**config.mk**
```make
export PLATFORM = sky130hd
export DESIGN_NAME = adder_axi_arb_flat
export DESIGN_NICKNAME = d
export VERILOG_FILES = /design/src/rtl/adder_axi_arb_if.sv /design/src/rtl/adder_axi_arb.sv /design/src/flat_wrapper.sv
export SDC_FILE = /design/constraint.sdc
export NUM_CORES = 1
export LEC_CHECK = 0
export CAP_MARGIN = 20
export CORE_UTILIZATION = 29
export CTS_BUF_LIST = sky130_fd_sc_hd__clkbuf_4
export CTS_CLUSTER_DIAMETER = 60
export DETAILED_ROUTE_END_ITERATION = 16
export HOLD_SLACK_MARGIN = 0.05
export PLACE_DENSITY = 0.8
export SYNTH_ARGS = -nofsm -noshare
export SYNTH_HDL_FRONTEND = slang
export SYNTH_SLANG_ARGS = --single-unit
```
**constraint.sdc**
```tcl
create_clock -name aclk -period 4.1 [get_ports aclk]
set_input_delay 0.615 -clock aclk [delete_from_list [all_inputs] [get_ports aclk]]
set_output_delay 0.615 -clock aclk [all_outputs]
set_load 0.005 [all_outputs]
```
**src/rtl/adder_axi_arb_if.sv**
```systemverilog
// Stream bundle for adder_axi_arb: two requester operand channels and one result channel.
interface adder_axi_arb_if #(
  parameter int DW = 32
);
  logic            s_axis_r0_tvalid;
  logic            s_axis_r0_tready;
  logic [2*DW-1:0] s_axis_r0_tdata;
  logic            s_axis_r1_tvalid;
  logic            s_axis_r1_tready;
  logic [2*DW-1:0] s_axis_r1_tdata;
  logic            m_axis_tvalid;
  logic            m_axis_tready;
  logic [DW-1:0]   m_axis_tdata;
  logic            m_axis_tuser;

  modport slave (
    input  s_axis_r0_tvalid, s_axis_r0_tdata,
    input  s_axis_r1_tvalid, s_axis_r1_tdata,
    input  m_axis_tready,
    output s_axis_r0_tready, s_axis_r1_tready,
    output m_axis_tvalid, m_axis_tdata, m_axis_tuser
  );

  modport master (
    output s_axis_r0_tvalid, s_axis_r0_tdata,
    output s_axis_r1_tvalid, s_axis_r1_tdata,
    output m_axis_tready,
    input  s_axis_r0_tready, s_axis_r1_tready,
    input  m_axis_tvalid, m_axis_tdata, m_axis_tuser
  );
endinterface

```
**src/rtl/adder_axi_arb.sv**
```systemverilog
// Two-requester round-robin saturating adder with a single-entry result register.
// Optional ADDER_AXI_ARB_SATCNT_EN adds a 16-bit saturation event counter (sat_cnt).
module adder_axi_arb #(
  parameter int DW  = 32,
  parameter int ADW = 14
) (
  input  logic          aclk,
  input  logic          rstn_i,
`ifdef ADDER_AXI_ARB_SATCNT_EN
  output logic [15:0]   sat_cnt,
`endif
  adder_axi_arb_if.slave bus
);

  localparam logic EMPTY = 1'b0;
  localparam logic FULL  = 1'b1;

  logic          state;
  logic          last_grant;
  logic [DW-1:0] res_q;
  logic          user_q;

  logic          v0, v1;
  logic          xfer_ok;
  logic          gnt;
  logic          accept;
  logic [2*DW-1:0] sel_data;
  logic [ADW-1:0]  op_a, op_b;
  logic [ADW:0]    sum;
  logic [ADW-1:0]  res;
  logic            sat;

  assign v0 = bus.s_axis_r0_tvalid;
  assign v1 = bus.s_axis_r1_tvalid;

  // Output register frees up in the same cycle it is drained; reset blocks all acceptance.
  assign xfer_ok = rstn_i && ((state == EMPTY) || bus.m_axis_tready);
  assign gnt     = (v0 && v1) ? ~last_grant : v1;
  assign accept  = xfer_ok && (v0 || v1);

  assign bus.s_axis_r0_tready = xfer_ok && v0 && !gnt;
  assign bus.s_axis_r1_tready = xfer_ok && v1 && gnt;

  assign sel_data = gnt ? bus.s_axis_r1_tdata : bus.s_axis_r0_tdata;
  assign op_a     = sel_data[ADW-1:0];
  assign op_b     = sel_data[DW+ADW-1:DW];
  assign sum      = {op_a[ADW-1], op_a} + {op_b[ADW-1], op_b};
  assign sat      = sum[ADW] ^ sum[ADW-1];

  always_comb begin
    res = sum[ADW-1:0];
    case (sum[ADW:ADW-1])
      2'b01:   res = {1'b0, {(ADW-1){1'b1}}};
      2'b10:   res = {1'b1, {(ADW-1){1'b0}}};
      default: res = sum[ADW-1:0];
    endcase
  end

  always_ff @(posedge aclk) begin
    if (!rstn_i) begin
      state      <= EMPTY;
      res_q      <= '0;
      user_q     <= 1'b0;
      last_grant <= 1'b1;
    end else if (accept) begin
      state      <= FULL;
      res_q      <= {{(DW-ADW){res[ADW-1]}}, res};
      user_q     <= gnt;
      last_grant <= gnt;
    end else if (bus.m_axis_tready) begin
      state      <= EMPTY;
    end
  end

`ifdef ADDER_AXI_ARB_SATCNT_EN
  always_ff @(posedge aclk) begin
    if (!rstn_i) begin
      sat_cnt <= '0;
    end else if (accept && sat && (sat_cnt != '1)) begin
      sat_cnt <= sat_cnt + 16'd1;
    end
  end
`endif

  assign bus.m_axis_tvalid = (state == FULL);
  assign bus.m_axis_tdata  = res_q;
  assign bus.m_axis_tuser  = user_q;

  // Operand bits above ADW are architecturally ignored.
  logic unused_bits;
  assign unused_bits = ^{bus.s_axis_r0_tdata[2*DW-1:DW+ADW], bus.s_axis_r0_tdata[DW-1:ADW],
                         bus.s_axis_r1_tdata[2*DW-1:DW+ADW], bus.s_axis_r1_tdata[DW-1:ADW]};

endmodule
```
**src/flat_wrapper.sv**
```systemverilog
// flat-port wrapper written by rule: the top's interface ports become plain ports
module adder_axi_arb_flat 
#(
  parameter int DW  = 32,
  parameter int ADW = 14
)
  (aclk, rstn_i, bus_s_axis_r0_tvalid, bus_s_axis_r0_tdata, bus_s_axis_r1_tvalid, bus_s_axis_r1_tdata, bus_m_axis_tready, bus_s_axis_r0_tready, bus_s_axis_r1_tready, bus_m_axis_tvalid, bus_m_axis_tdata, bus_m_axis_tuser);
  adder_axi_arb_if #(.DW(DW)) bus_i ();
  input  logic aclk;
  input  logic rstn_i;
  input wire logic [$bits(bus_i.s_axis_r0_tvalid)-1:0] bus_s_axis_r0_tvalid;
  input wire logic [$bits(bus_i.s_axis_r0_tdata)-1:0] bus_s_axis_r0_tdata;
  input wire logic [$bits(bus_i.s_axis_r1_tvalid)-1:0] bus_s_axis_r1_tvalid;
  input wire logic [$bits(bus_i.s_axis_r1_tdata)-1:0] bus_s_axis_r1_tdata;
  input wire logic [$bits(bus_i.m_axis_tready)-1:0] bus_m_axis_tready;
  output wire logic [$bits(bus_i.s_axis_r0_tready)-1:0] bus_s_axis_r0_tready;
  output wire logic [$bits(bus_i.s_axis_r1_tready)-1:0] bus_s_axis_r1_tready;
  output wire logic [$bits(bus_i.m_axis_tvalid)-1:0] bus_m_axis_tvalid;
  output wire logic [$bits(bus_i.m_axis_tdata)-1:0] bus_m_axis_tdata;
  output wire logic [$bits(bus_i.m_axis_tuser)-1:0] bus_m_axis_tuser;
  assign bus_i.s_axis_r0_tvalid = bus_s_axis_r0_tvalid;
  assign bus_i.s_axis_r0_tdata = bus_s_axis_r0_tdata;
  assign bus_i.s_axis_r1_tvalid = bus_s_axis_r1_tvalid;
  assign bus_i.s_axis_r1_tdata = bus_s_axis_r1_tdata;
  assign bus_i.m_axis_tready = bus_m_axis_tready;
  assign bus_s_axis_r0_tready = bus_i.s_axis_r0_tready;
  assign bus_s_axis_r1_tready = bus_i.s_axis_r1_tready;
  assign bus_m_axis_tvalid = bus_i.m_axis_tvalid;
  assign bus_m_axis_tdata = bus_i.m_axis_tdata;
  assign bus_m_axis_tuser = bus_i.m_axis_tuser;
  adder_axi_arb #(.DW(DW), .ADW(ADW)) u_core (.aclk(aclk), .rstn_i(rstn_i), .bus(bus_i));
endmodule
```
==> run metrics <==
Pwr Density=352.5 nW/um2; CTS Hold Buffers Added=0; num ports=169; P_leak=1.273 nW; proportion of layout cells with a drive suffix above 1=0.2727; count leader, synth=mux2_2; Slew Limit Fails=0; worst path cell trace=dlymetal6s2s_1, a21boi_4, buf_4, buf_4, mux2_2, ha_1, a21o_1, and4_1, o2111ai_2, o211ai_1, xnor2_2, buf_4, inv_1, ha_1, nand2b_1, nor2_2, a31oi_1, o31ai_1; Critical Path RT=4280 ps; leading area contributor after synthesis=dfxtp_1; Final Cycle Share=0.9116; Distinct cells, synth=49; wire per inst=12.99 um; clock latency on the worst-skew pair=300 ps; Clock Tree Buf Depth=2; Critical Path AT=3920 ps; Crit-path slowest cell=mux2_2; Synth top cells by count=mux2_2, buf_4, dfxtp_1, ha_1, a21oi_1; drt pass-1 iters=4; WHS=474.6 ps; status=finished, final reports clean; Reg2Reg Capture Point=u_core.bus.m_axis_tdata[6]$_SDFFE_PN0P_; CTS tree=yes; hold endpoint=u_core.bus.m_axis_tuser$_SDFFE_PN0P_; filler instances=580; Setup WS pre-CTS=-394.3 ps; min Tclk post-route=3738 ps; ranking of synthesized cells by area=dfxtp_1, mux2_2, ha_1, buf_4, a21oi_1; DIE AREA=6665 um2; Core ar.=6026 um2; die height=81.64 um; PortBufs=96; Main synth FF type=dfxtp_1; Root Driver=clkbuf_4; worst rel slew slack=0.5753; HP Class=register to register; Num CTS Buffers=3; ys async rst share=0; CP dominant cell by count=buf_4; sequential element share of the synthesized area=0.1850; Post-synth EDFFs=0; fin nets=481; Detailed Route WL=5261 um; Worst Hold Depth=2; post-synthesis sequential element count=17; Worst setup SP type=input pin; Mapped Cells=215; Syn Area/Cell=8.555 um2; CP max stage delay=360 ps; Max Cap Violations=0; DR vias=1982; syn_nets=365; Rows=28; initial antenna violation count=0; Iter 0 DRT Violations=43; final hold violations=0; clk slew on worst S/H paths=110 ps; launch point of the worst reg-to-reg path=u_core.last_grant$_SDFFE_PN1P_; Synth Warn #=0; setup ws final=362.4 ps; setup violators final=0; crit path max fanout=6; Synth-to-Final Area Change=69.86%; Via density=4.894; maximum clock frequency=267.6 MHz; Num Clock Sinks=17; setup slack, reg-to-reg=500 ps; final setup TNS=0 ps; RD Place Congestion=0.8532; FF-to-FF path depth=17; cell area after synthesis=1839 um2; initial core utilization=0.3052; Post-Place Cells=394; dpl hpwl=4187 um; Tightest Pin Transition=635.0 ps; vias in the first global route=1842; H-tree depth=1; RSZ-0062 raised after global routing=false; fin cells=405; post-synth top area share=0.1850; GRT overflow=0; VDD IR-drop max=0.0002170 V; WS Path Type=input pin to register; min-delay src=u_core.bus.m_axis_tuser$_SDFFE_PN0P_; DRC Markers=0; first-pass GRT wire length=7879 um; ANT nets after route=0; pin count of the biggest net entering global routing=23; ANT cells=0; clk_skew=8.882 ps; Die Wd=81.64 um; Setup crit end kind=register; GRT Util Overall=0.1507
==> sequential cells by signal (all words and copies together) (netlist names) <==
name,count
u_core.bus.m_axis_tdata,14
u_core.bus.m_axis_tvalid,1
u_core.bus.m_axis_tuser,1
u_core.last_grant,1
==> area by class of cell <==
| cell class | count | area, um2 | area share |
|---|---|---|---|
| multi-input combinational | 168 | 1363 | 0.4361 |
| timing repair buffer | 138 | 1286 | 0.4117 |
| tap | 75 | 93.84 | 0.03004 |
| sequential | 17 | 340.3 | 0.1089 |
| inverter | 3 | 11.26 | 0.003604 |
| clock buffer | 3 | 22.52 | 0.007209 |
| clock inverter | 1 | 7.507 | 0.002403 |
==> worst max-delay path by stage <==
stage | startpoint | endpoint | cells after the start
after floorplan | bus_s_axis_r1_tvalid | u_core.bus.m_axis_tdata[6]$_SDFFE_PN0P_ | 13
after global routing | bus_s_axis_r1_tvalid | u_core.bus.m_axis_tdata[12]$_SDFFE_PN0P_ | 18
after global placement | bus_s_axis_r1_tvalid | u_core.bus.m_axis_tdata[0]$_SDFFE_PN0P_ | 15
after CTS | bus_s_axis_r1_tvalid | u_core.bus.m_axis_tdata[12]$_SDFFE_PN0P_ | 18
final | bus_s_axis_r1_tvalid | u_core.bus.m_axis_tdata[6]$_SDFFE_PN0P_ | 18
after detailed placement | bus_s_axis_r1_tvalid | u_core.bus.m_axis_tdata[6]$_SDFFE_PN0P_ | 15
==> kinds of logic (layout without fill, tap and decap cells) <==
logic type	after synthesis	in the layout	share of synthesized area
DFF	17	17	0.1850
AOI/OAI and AO/OA	61	61	0.2231
buffers and inverters	30	145	0.1048
adders and majority gates	17	17	0.1197
muxes	29	29	0.1775
and+or+nand+nor	53	53	0.1517
xor gates and xnor gates	8	8	0.03810
==> layout by cell type, fill, tap and decap left out, types with 2 or more instances in the layout <==
cell type,n
buf_6,2
nor2b_1,2
dlymetal6s2s_1,2
a31oi_1,8
o21a_1,3
mux2_2,29
xor2_1,2
xnor2_1,5
a21o_1,2
dfxtp_1,17
a211oi_1,5
o21ai_0,10
or3_1,2
nor3b_1,4
clkbuf_4,3
nand2_1,12
nand3_1,10
clkdlybuf4s50_1,94
nor2_1,11
ha_1,15
nand2b_1,2
buf_4,39
inv_1,2
a21oi_1,14
o21ai_1,2
==> routing by layer <==
metal,track usage,up-vias,share of wire
met5,0,-,0
met4,0.03860,0,0.0074
met3,0.01778,6,0.056
met2,0.2825,66,0.50
met1,0.1795,903,0.44
li1,-,1007,-
==> report_power, final <==
part / internal (mW) / switching (mW)
Combinational: 0.460 / 0.293
Sequential: 0.213 / 0.0417
Clock: 0.0372 / 0.0561
Total: 0.710 / 0.391
==> metrics by stage <==
step	instance area, um2	util	total power [mW]
finish	3124	0.5185	1.101
global route	3124	0.5185	1.183
CTS	3055	0.5071	1.090
detailed placement	2987	0.4956	0.9728
global placement	2987	0.4956	0.9549
floorplan	1839	-	0.6503
==> critical path: cells and delay by family <==
kind / cells / cell delay [ps]
AO/OA/AOI/OAI: 6 / 1110
AND/OR/NAND/NOR: 3 / 450
buffers and inverters: 5 / 610
multiplexers: 1 / 360
XOR/XNOR: 1 / 270
adder cells (fa/ha/maj): 2 / 520
==> repair_timing <==
action	4_1_cts	5_1_grt
endpoints found under the setup margin	10	12
gates cloned	0	1
pin swaps	0	6
resized for setup	7	4
buffers inserted	0	5
No activity file was read; power rests on OpenSTA's default activity.
